File: config.mk
export PLATFORM = sky130hd
export DESIGN_NAME = seg7_decode_capture
export DESIGN_NICKNAME = d
export VERILOG_FILES = /design/src/rtl/seg7_decode_capture.sv
export SDC_FILE = /design/constraint.sdc
export NUM_CORES = 1
export LEC_CHECK = 0
export ABC_AREA = 1
export BUFFER_PORTS_ARGS = -buffer_cell sky130_fd_sc_hd__buf_2
export CAP_MARGIN = 20
export CORE_MARGIN = 1.5
export CORE_UTILIZATION = 40
export DETAILED_ROUTE_END_ITERATION = 12
export PLACE_DENSITY = 0.6
export SETUP_SLACK_MARGIN = 0.1
export SLEW_MARGIN = 0
export SYNTH_ARGS = -nofsm -noshare
export SYNTH_HDL_FRONTEND = slang
export SYNTH_SLANG_ARGS = --single-unit
File: constraint.sdc
create_clock -name iCLK -period 1.7 [get_ports iCLK]
set_input_delay 0.17 -clock iCLK [delete_from_list [all_inputs] [get_ports iCLK]]
set_output_delay 0.17 -clock iCLK [all_outputs]
set_load 0.1 [all_outputs]
File: src/rtl/seg7_decode_capture.sv
// Decodes active-low 7-segment glyphs back to hex digits. Each pattern must be
// stable for STABLE_CYCLES strobed samples; NUM_DIGITS digits form one output word.
module seg7_decode_capture #(
  parameter int NUM_DIGITS    = 4,
  parameter int STABLE_CYCLES = 4
) (
  input  logic                    iCLK,
  input  logic                    iRST,
  input  logic [6:0]              iSEG,
  input  logic                    iSTB,
  input  logic                    iREADY,
  output logic [4*NUM_DIGITS-1:0] oDIG,
  output logic                    oVALID,
  output logic                    oERR
);

  typedef enum logic [1:0] {IDLE, FILTER, RELEASE, OUT} state_t;

  localparam int         W      = 4 * NUM_DIGITS;
  localparam logic [3:0] STABLE = 4'(STABLE_CYCLES);
  localparam logic [3:0] FULL   = 4'(NUM_DIGITS);

  state_t     state;
  logic [6:0] held;
  logic [3:0] cnt;
  logic [3:0] dcnt;
  logic [3:0] cand_cnt;
  logic       accept;
  logic [4:0] dec;

  // Returns {legal, digit}; 0000000 is the all-segments-lit 8.
  function automatic logic [4:0] decode(input logic [6:0] seg);
    case (seg)
      7'b1000000: decode = 5'h10;
      7'b1111001: decode = 5'h11;
      7'b0100100: decode = 5'h12;
      7'b0110000: decode = 5'h13;
      7'b0011001: decode = 5'h14;
      7'b0010010: decode = 5'h15;
      7'b0000010: decode = 5'h16;
      7'b1111000: decode = 5'h17;
      7'b0000000: decode = 5'h18;
      7'b0010000: decode = 5'h19;
      7'b0001000: decode = 5'h1A;
      7'b0000011: decode = 5'h1B;
      7'b1000110: decode = 5'h1C;
      7'b0100001: decode = 5'h1D;
      7'b0000110: decode = 5'h1E;
      7'b0001110: decode = 5'h1F;
      default:    decode = 5'h00;
    endcase
  endfunction

  // A fresh or changed pattern restarts the run at 1; a repeat extends it.
  always_comb begin
    cand_cnt = 4'd1;
    if (state == FILTER && iSEG == held)
      cand_cnt = cnt + 4'd1;
    accept = iSTB && (state == IDLE || state == FILTER) && (cand_cnt == STABLE);
    dec    = decode(iSEG);
  end

  always_ff @(posedge iCLK) begin
    if (iRST) begin
      state  <= IDLE;
      oDIG   <= '0;
      oVALID <= 1'b0;
      oERR   <= 1'b0;
      held   <= '0;
      cnt    <= '0;
      dcnt   <= '0;
    end else begin
      oERR <= 1'b0;
      case (state)
        IDLE, FILTER: begin
          if (!iSTB) begin
            state <= IDLE;
          end else begin
            held <= iSEG;
            cnt  <= cand_cnt;
            if (accept) begin
              state <= RELEASE;
              if (dec[4]) begin
                oDIG <= (oDIG << 4) | W'(dec[3:0]);
                dcnt <= dcnt + 4'd1;
              end else begin
                oERR <= 1'b1;
                oDIG <= '0;
                dcnt <= '0;
              end
            end else begin
              state <= FILTER;
            end
          end
        end
        RELEASE: begin
          // One capture per strobe: hold here until the strobe drops.
          if (!iSTB) begin
            if (dcnt == FULL) begin
              state  <= OUT;
              oVALID <= 1'b1;
            end else begin
              state <= IDLE;
            end
          end
        end
        OUT: begin
          if (iREADY) begin
            oVALID <= 1'b0;
            dcnt   <= '0;
            state  <= IDLE;
          end
        end
        default: state <= IDLE;
      endcase
    end
  end

endmodule

==> results of run 1 <==
==> cell usage in the layout (no fill, tap or decap), drive strengths merged <==
cell type | netlist | final
nor2 | 42 | 42
a21boi | 1 | 1
inv | 39 | 39
o211ai | 1 | 1
ha | 3 | 3
o31a | 1 | 1
nand4 | 2 | 2
nor3 | 5 | 5
a21oi | 20 | 20
nand2 | 88 | 88
clkbuf | 6 | 6
bufinv | 0 | 2
xor2 | 3 | 3
o21ai | 13 | 13
nand3 | 36 | 37
buf | 1 | 37
a31oi | 1 | 1
dfxtp | 35 | 35
==> state kept, by name, summed over array words and instances (netlist names) <==
name / flops
dcnt: 4
state: 2
oERR: 1
held: 7
oDIG: 16
oVALID: 1
cnt: 4
==> per-layer routing <==
layer | vias up | track usage, % | share of wire [%]
met4 | 0 | 7.55 | 1.7
met1 | 845 | 24.8 | 48
met2 | 27 | 32.0 | 47
li1 | 1019 | - | -
met3 | 7 | 4.22 | 2.9
met5 | - | 0 | 0
==> power groups by stage <==
stage | Combinational [W] | Sequential (W) | Clock, W
after global routing | 0.000197 | 0.000846 | 0.000967
after detailed placement | 0.000165 | 0.000863 | 0
after CTS | 0.000167 | 0.000844 | 0.000920
after global placement | 0.000165 | 0.000863 | 0
after floorplan | 0.000105 | 0.000862 | 0
final | 0.000174 | 0.000844 | 0.000900
==> final cells by class <==
type | instances | share of cell area [%]
clock buffers | 6 | 3.09
multi-input cells | 217 | 45.6
repair buffers | 37 | 9.38
well taps | 52 | 2.77
inverters | 39 | 6.34
flip-flops and latches | 35 | 30.3
clock inverters | 2 | 2.56
==> worst max-delay path by stage <==
stage               startpoint  slack (ps)       end
floorplan               cnt[0]         150   oDIG[1]
global placement      state[1]          50   oDIG[1]
detailed placement    state[0]          30   dcnt[2]
CTS                     cnt[1]         100   dcnt[2]
global route            cnt[1]          10  oDIG[12]
finish                  cnt[1]         100   oDIG[3]
==> through the flow <==
step	cells	total power, W	setup WS (ps)	hold slack (ps)	utilization (%)
2_1_floorplan	297	0.000967	145	298	-
3_3_place_gp	376	0.00103	54.7	460	47.8
3_5_place_dp	376	0.00103	34.5	467	47.8
4_1_cts	387	0.00193	103	160	51.6
5_1_grt	388	0.00201	13.0	172	52.8
6_report	388	0.00192	102	165	52.8
==> worst register-to-register path, cell delays in order (launching register included) <==
cell     delay, ps
dfxtp_2        340
ha_1           280
inv_1           60
nand2_1         80
a21oi_4        180
nand3_4        160
nor2_4         250
inv_4           70
o21ai_1        110
==> repair_timing <==
item	4_1_cts	5_1_grt
cloned	1	0
setup buffers	2	1
resized for setup	4	16
pin swaps	1	9
setup endpoints to repair	20	22
==> cell families (layout without fill, tap and decap cells) <==
kind of cell	count (synthesis)	in the layout	synth area share, %
buf+inv	46	84	9.33
flops	35	35	37.1
fa+ha+maj	3	3	1.99
xor+xnor	3	3	1.39
simple gates	173	174	39.7
compound gates	37	37	10.5
==> impl_metrics.toml, run 1 <==
[placement]
post_dp_cell_area_um2 = 2120
place_congestion = 0.887
port_buffers = 28
dpl.hpwl_um = 3220

[critical_path]
critPathTopFamily = "simple AND/OR/NAND/NOR gates"
r2r_setup_slack_ps = 100
slowest_delay_ps = 340
crit_slowest_cell = "dfxtp_2"
critPathLaunchType = "register"
crit_chain = "ha_1, inv_1, nand2_1, a21oi_4, nand3_4, nor2_4, inv_4, o21ai_1"
reg2reg_to = "oDIG[3]"
worst_r2r_startpoint = "cnt[1]"
cp_data_arrival_time_ps = 1830
worst-r2r-cell-count = 8
worstPathBufferInverterCount = 2
path_depth = 8
crit_fanout = 7
crit_type = "reg2reg"
required_ps = 1930
worstSetupEndpointType = "register"

[global_route]
grt_usage_pct = 19.4
grt_max_degree = 18
grt_pass1_wl_um = 7960
antenna_found_initial = 0
grt_overflow_total = 0
grt_pass1_vias = 1796

[clock_network]
cts_tree = "built"
h-tree-depth = 2
path_clk_slew_ps = 70
hold_buffers = 0
clkSinkCount = 35
cts_inserted_buffers = 5
root_buffer = "clkbuf_8"
insertion_delay_ps = 290
clk_path_buf_depth = 2

[min_path]
hold_path_class = "in2reg"
whs_path_depth = 2
min_from = "iRST"
hold_path_end = "cnt[1]"

[pwr]
p_int_w = 0.00148
power_density_nw_per_um2 = 817
ir_drop_uv = 408
power_frac_seq_pct = 44.0
swShare_pct = 22.8
p_sw_w = 0.000436
power_leakage_nw = 1.17
pwr-share-comb_pct = 9.1
p_clk_share_pct = 46.9

[route]
dr.pass1.iters = 6
route.detailed.drc = 0
wirelength_um = 4600
drtIter0Drc = 88
viasPerCell = 4.89
vias = 1898
post_drt_wl_per_cell_um = 11.9
ant_nets = 0

[sta]
min_period_ps = 1600
finalClockSkew_ps = 5.61
rsz0062_at_grt = "true"
tightest_slew_ps = 487
fmax_mhz = 626
final_hold_viol_count = 0
slew_headroom_pct = 67.7
maxSlewViolCount = 0
setup_violations = 0
fin_crit_sh_pct = 94.0
setup_tns_ps = 0

[floorplan]
dieArea_um2 = 5150
core_um2 = 4440
io_pins = 29
dieHeight_um = 71.8
die_x_um = 71.8
num_rows = 24
start_util_pct = 42.5

[synthesis]
yosysMostFrequentCell = "nand2_1"
synth_nets = 311
synth_area_um2 = 1890
syn-instance-count = 297
synth-async-reset-ratio_pct = 0
yosys_warnings = 0
synth_seq_cells = 35
ys_types = 23
avgSynthCellArea_um2 = 6.37
ys_dominant_reg_cell = "dfxtp_1"
ys_seq_area_share_pct = 37.1
synth_top_area_cell = "dfxtp_1"
netlist_top_cells_count = "nand2_1, nor2_1, dfxtp_1, nand3_1, inv_1"
netlist_top_cells_area = "dfxtp_1, nand2_1, nand3_1"
synth_edf_count = 0
synth.top_cell.area_share_pct = 37.1

[cells_and_area]
final-seq-area_um2 = 712
area_growth_pct = 24.2
final_layout_size_suffix_gt1_share_pct = 21.7
n_antenna_cell = 0
fillers = 455
post-route-cell-area_um2 = 2350
multiInputGateArea_um2 = 1070
fin_nets = 349

[run]
maxCapViolations = 0

[status]
status = "complete, no violations"
(Power assumes the default switching activity.)
==> run 2, diff against run 1 <==
--- a/config.mk
+++ b/config.mk
@@ -11,7 +11,7 @@
 export CORE_MARGIN = 1.5
 export CORE_UTILIZATION = 40
 export DETAILED_ROUTE_END_ITERATION = 12
-export PLACE_DENSITY = 0.6
+export PLACE_DENSITY = 0.58
 export SETUP_SLACK_MARGIN = 0.1
 export SLEW_MARGIN = 0
 export SYNTH_ARGS = -nofsm -noshare
==> constraint.sdc (replaced) <==
create_clock -name iCLK -period 1.9 [get_ports iCLK]
set_input_delay 0.19 -clock iCLK [delete_from_list [all_inputs] [get_ports iCLK]]
set_output_delay 0.19 -clock iCLK [all_outputs]
set_load 0.1 [all_outputs]
==> impl_metrics.toml, run 2 (synthesized netlist as in run 1, its figures left out) <==
[cells_and_area]
final_cell_mix = "nand2_1, nor2_1, nand3_1, dfxtp_1, inv_1"
final-seq-area_um2 = 702
n_antenna_cell = 0
fin_nets = 348
post-route-util_pct = 51.6
final_layout_size_suffix_gt1_share_pct = 18.2
area_growth_pct = 21.2
largest_reg_flops = 16
multiInputGateArea_um2 = 1040
top_regs = "oDIG: 16 flops, held: 7 flops"
post-route-cell-area_um2 = 2290
mostFrequentLayoutCell = "nand2_1"
instances_no_fill = 387
largest_register = "oDIG"
fillers = 487

[placement]
place_ws_ps = 149
dpl.hpwl_um = 3200
place_congestion = 0.877
post_dp_cell_area_um2 = 2100
port_buffers = 28
dp.cells = 374

[route]
route.detailed.drc = 0
drtIter0Drc = 69
post_drt_wl_per_cell_um = 11.6
wirelength_um = 4510
ant_nets = 0
dr.pass1.iters = 6
vias = 1950
viasPerCell = 5.04

[sta]
rsz0062_at_grt = "false"
finalClockSkew_ps = 4.61
min_period_ps = 1630
final_hold_viol_count = 0
setup_tns_ps = 0
fin_crit_sh_pct = 85.7
setup_violations = 0
finalWorstSetupSlack_ps = 271
slew_headroom_pct = 67.5
tightest_slew_ps = 491
fmax_mhz = 614
maxSlewViolCount = 0

[critical_path]
worst_r2r_startpoint = "cnt[0]"
required_ps = 2130
cp_data_arrival_time_ps = 1860
worstSetupEndpointType = "register"
critPathLaunchType = "register"
reg2reg_to = "oDIG[3]"
r2r_setup_slack_ps = 270
crit_fanout = 7
crit_type = "reg2reg"
worst-r2r-cell-count = 8

[status]
status = "complete, no violations"

[global_route]
antenna_found_initial = 0
grt_pass1_vias = 1826
grt_overflow_total = 0
grt_pass1_wl_um = 7740
grt_util_met3_pct = 3.94
busiest_layer = "met2"
met1_usage_pct = 24.5
use_met2_pct = 29.5
grt_usage_pct = 18.9
grt_max_degree = 18

[clock_network]
root_buffer = "clkbuf_8"
h-tree-depth = 2
cts_tree = "built"
insertion_delay_ps = 290
path_clk_slew_ps = 80
hold_buffers = 0
clk_path_buf_depth = 2
cts_inserted_buffers = 5
clkSinkCount = 35

[floorplan]
core_um2 = 4440
num_rows = 24
io_pins = 29
die_x_um = 71.8
dieArea_um2 = 5150
dieHeight_um = 71.8
start_util_pct = 42.5

[min_path]
min_from = "iRST"
hold_path_end = "cnt[1]"
hold_path_class = "in2reg"
whs_path_depth = 2

[pwr]
p_clk_share_pct = 47.7
ir_drop_uv = 427
swShare_pct = 23.5
p_sw_w = 0.000405
power_leakage_nw = 1.15
power_frac_seq_pct = 44.0
p_int_w = 0.00132
power_density_nw_per_um2 = 751
pwr-share-comb_pct = 8.3

[run]
maxCapViolations = 0
## run 2: cell type report
cell class | instances | area share [%]
clock inverters | 3 | 2.95
repair buffers | 36 | 8.73
inverters | 39 | 6.39
flip-flops and latches | 35 | 30.6
well taps | 52 | 2.84
multi-input cells | 217 | 45.5
clock buffers | 5 | 3.00
## run 2: what timing repair did
item                                    CTS  global route
resized for setup                         0             4
setup buffers                             0             4
hold endpoints to repair                  0             0
endpoints found under the setup margin    0            21
## run 2: through the flow
stage                     total power (W)  hold slack, ps
final                             0.00172             194
after detailed placement         0.000912             470
after global routing              0.00180             188
after floorplan                  0.000865             318
after CTS                         0.00173             176
after global placement           0.000912             461
## run 2: how the worst max path moves through the flow
stage / slack, ps / cells after the start / end / from
after floorplan: 350 / 8 / oDIG[1] / cnt[0]
after global placement: 180 / 9 / dcnt[0] / cnt[0]
after detailed placement: 150 / 9 / dcnt[2] / cnt[0]
after CTS: 140 / 9 / dcnt[2] / cnt[0]
after global routing: 140 / 8 / oDIG[3] / cnt[0]
final: 270 / 8 / oDIG[3] / cnt[0]
## run 2: worst max-delay path, stage by stage, from the launching register on
cell,delay [ps]
dfxtp_2,350
ha_1,300
inv_1,60
nand2_1,70
a21oi_4,170
nand3_4,150
nor2_4,260
inv_2,90
o21ai_1,120
## run 2: metal layers
layer  share of wire (%)  wire [um]  vias to the layer above
met5                   0          0                        -
met4                 1.9         85                        0
met3                 4.5        204                        7
met2                  45       2030                       45
met1                  49       2190                      884
li1                    -          -                     1014
## run 2: power by group through the flow
| stage | Clock (W) | Sequential [W] | Combinational, W |
|---|---|---|---|
| 2_1_floorplan | 0 | 0.000771 | 0.0000937 |
| 3_3_place_gp | 0 | 0.000773 | 0.000138 |
| 3_5_place_dp | 0 | 0.000773 | 0.000139 |
| 4_1_cts | 0.000837 | 0.000756 | 0.000139 |
| 5_1_grt | 0.000877 | 0.000760 | 0.000164 |
| 6_report | 0.000821 | 0.000757 | 0.000142 |
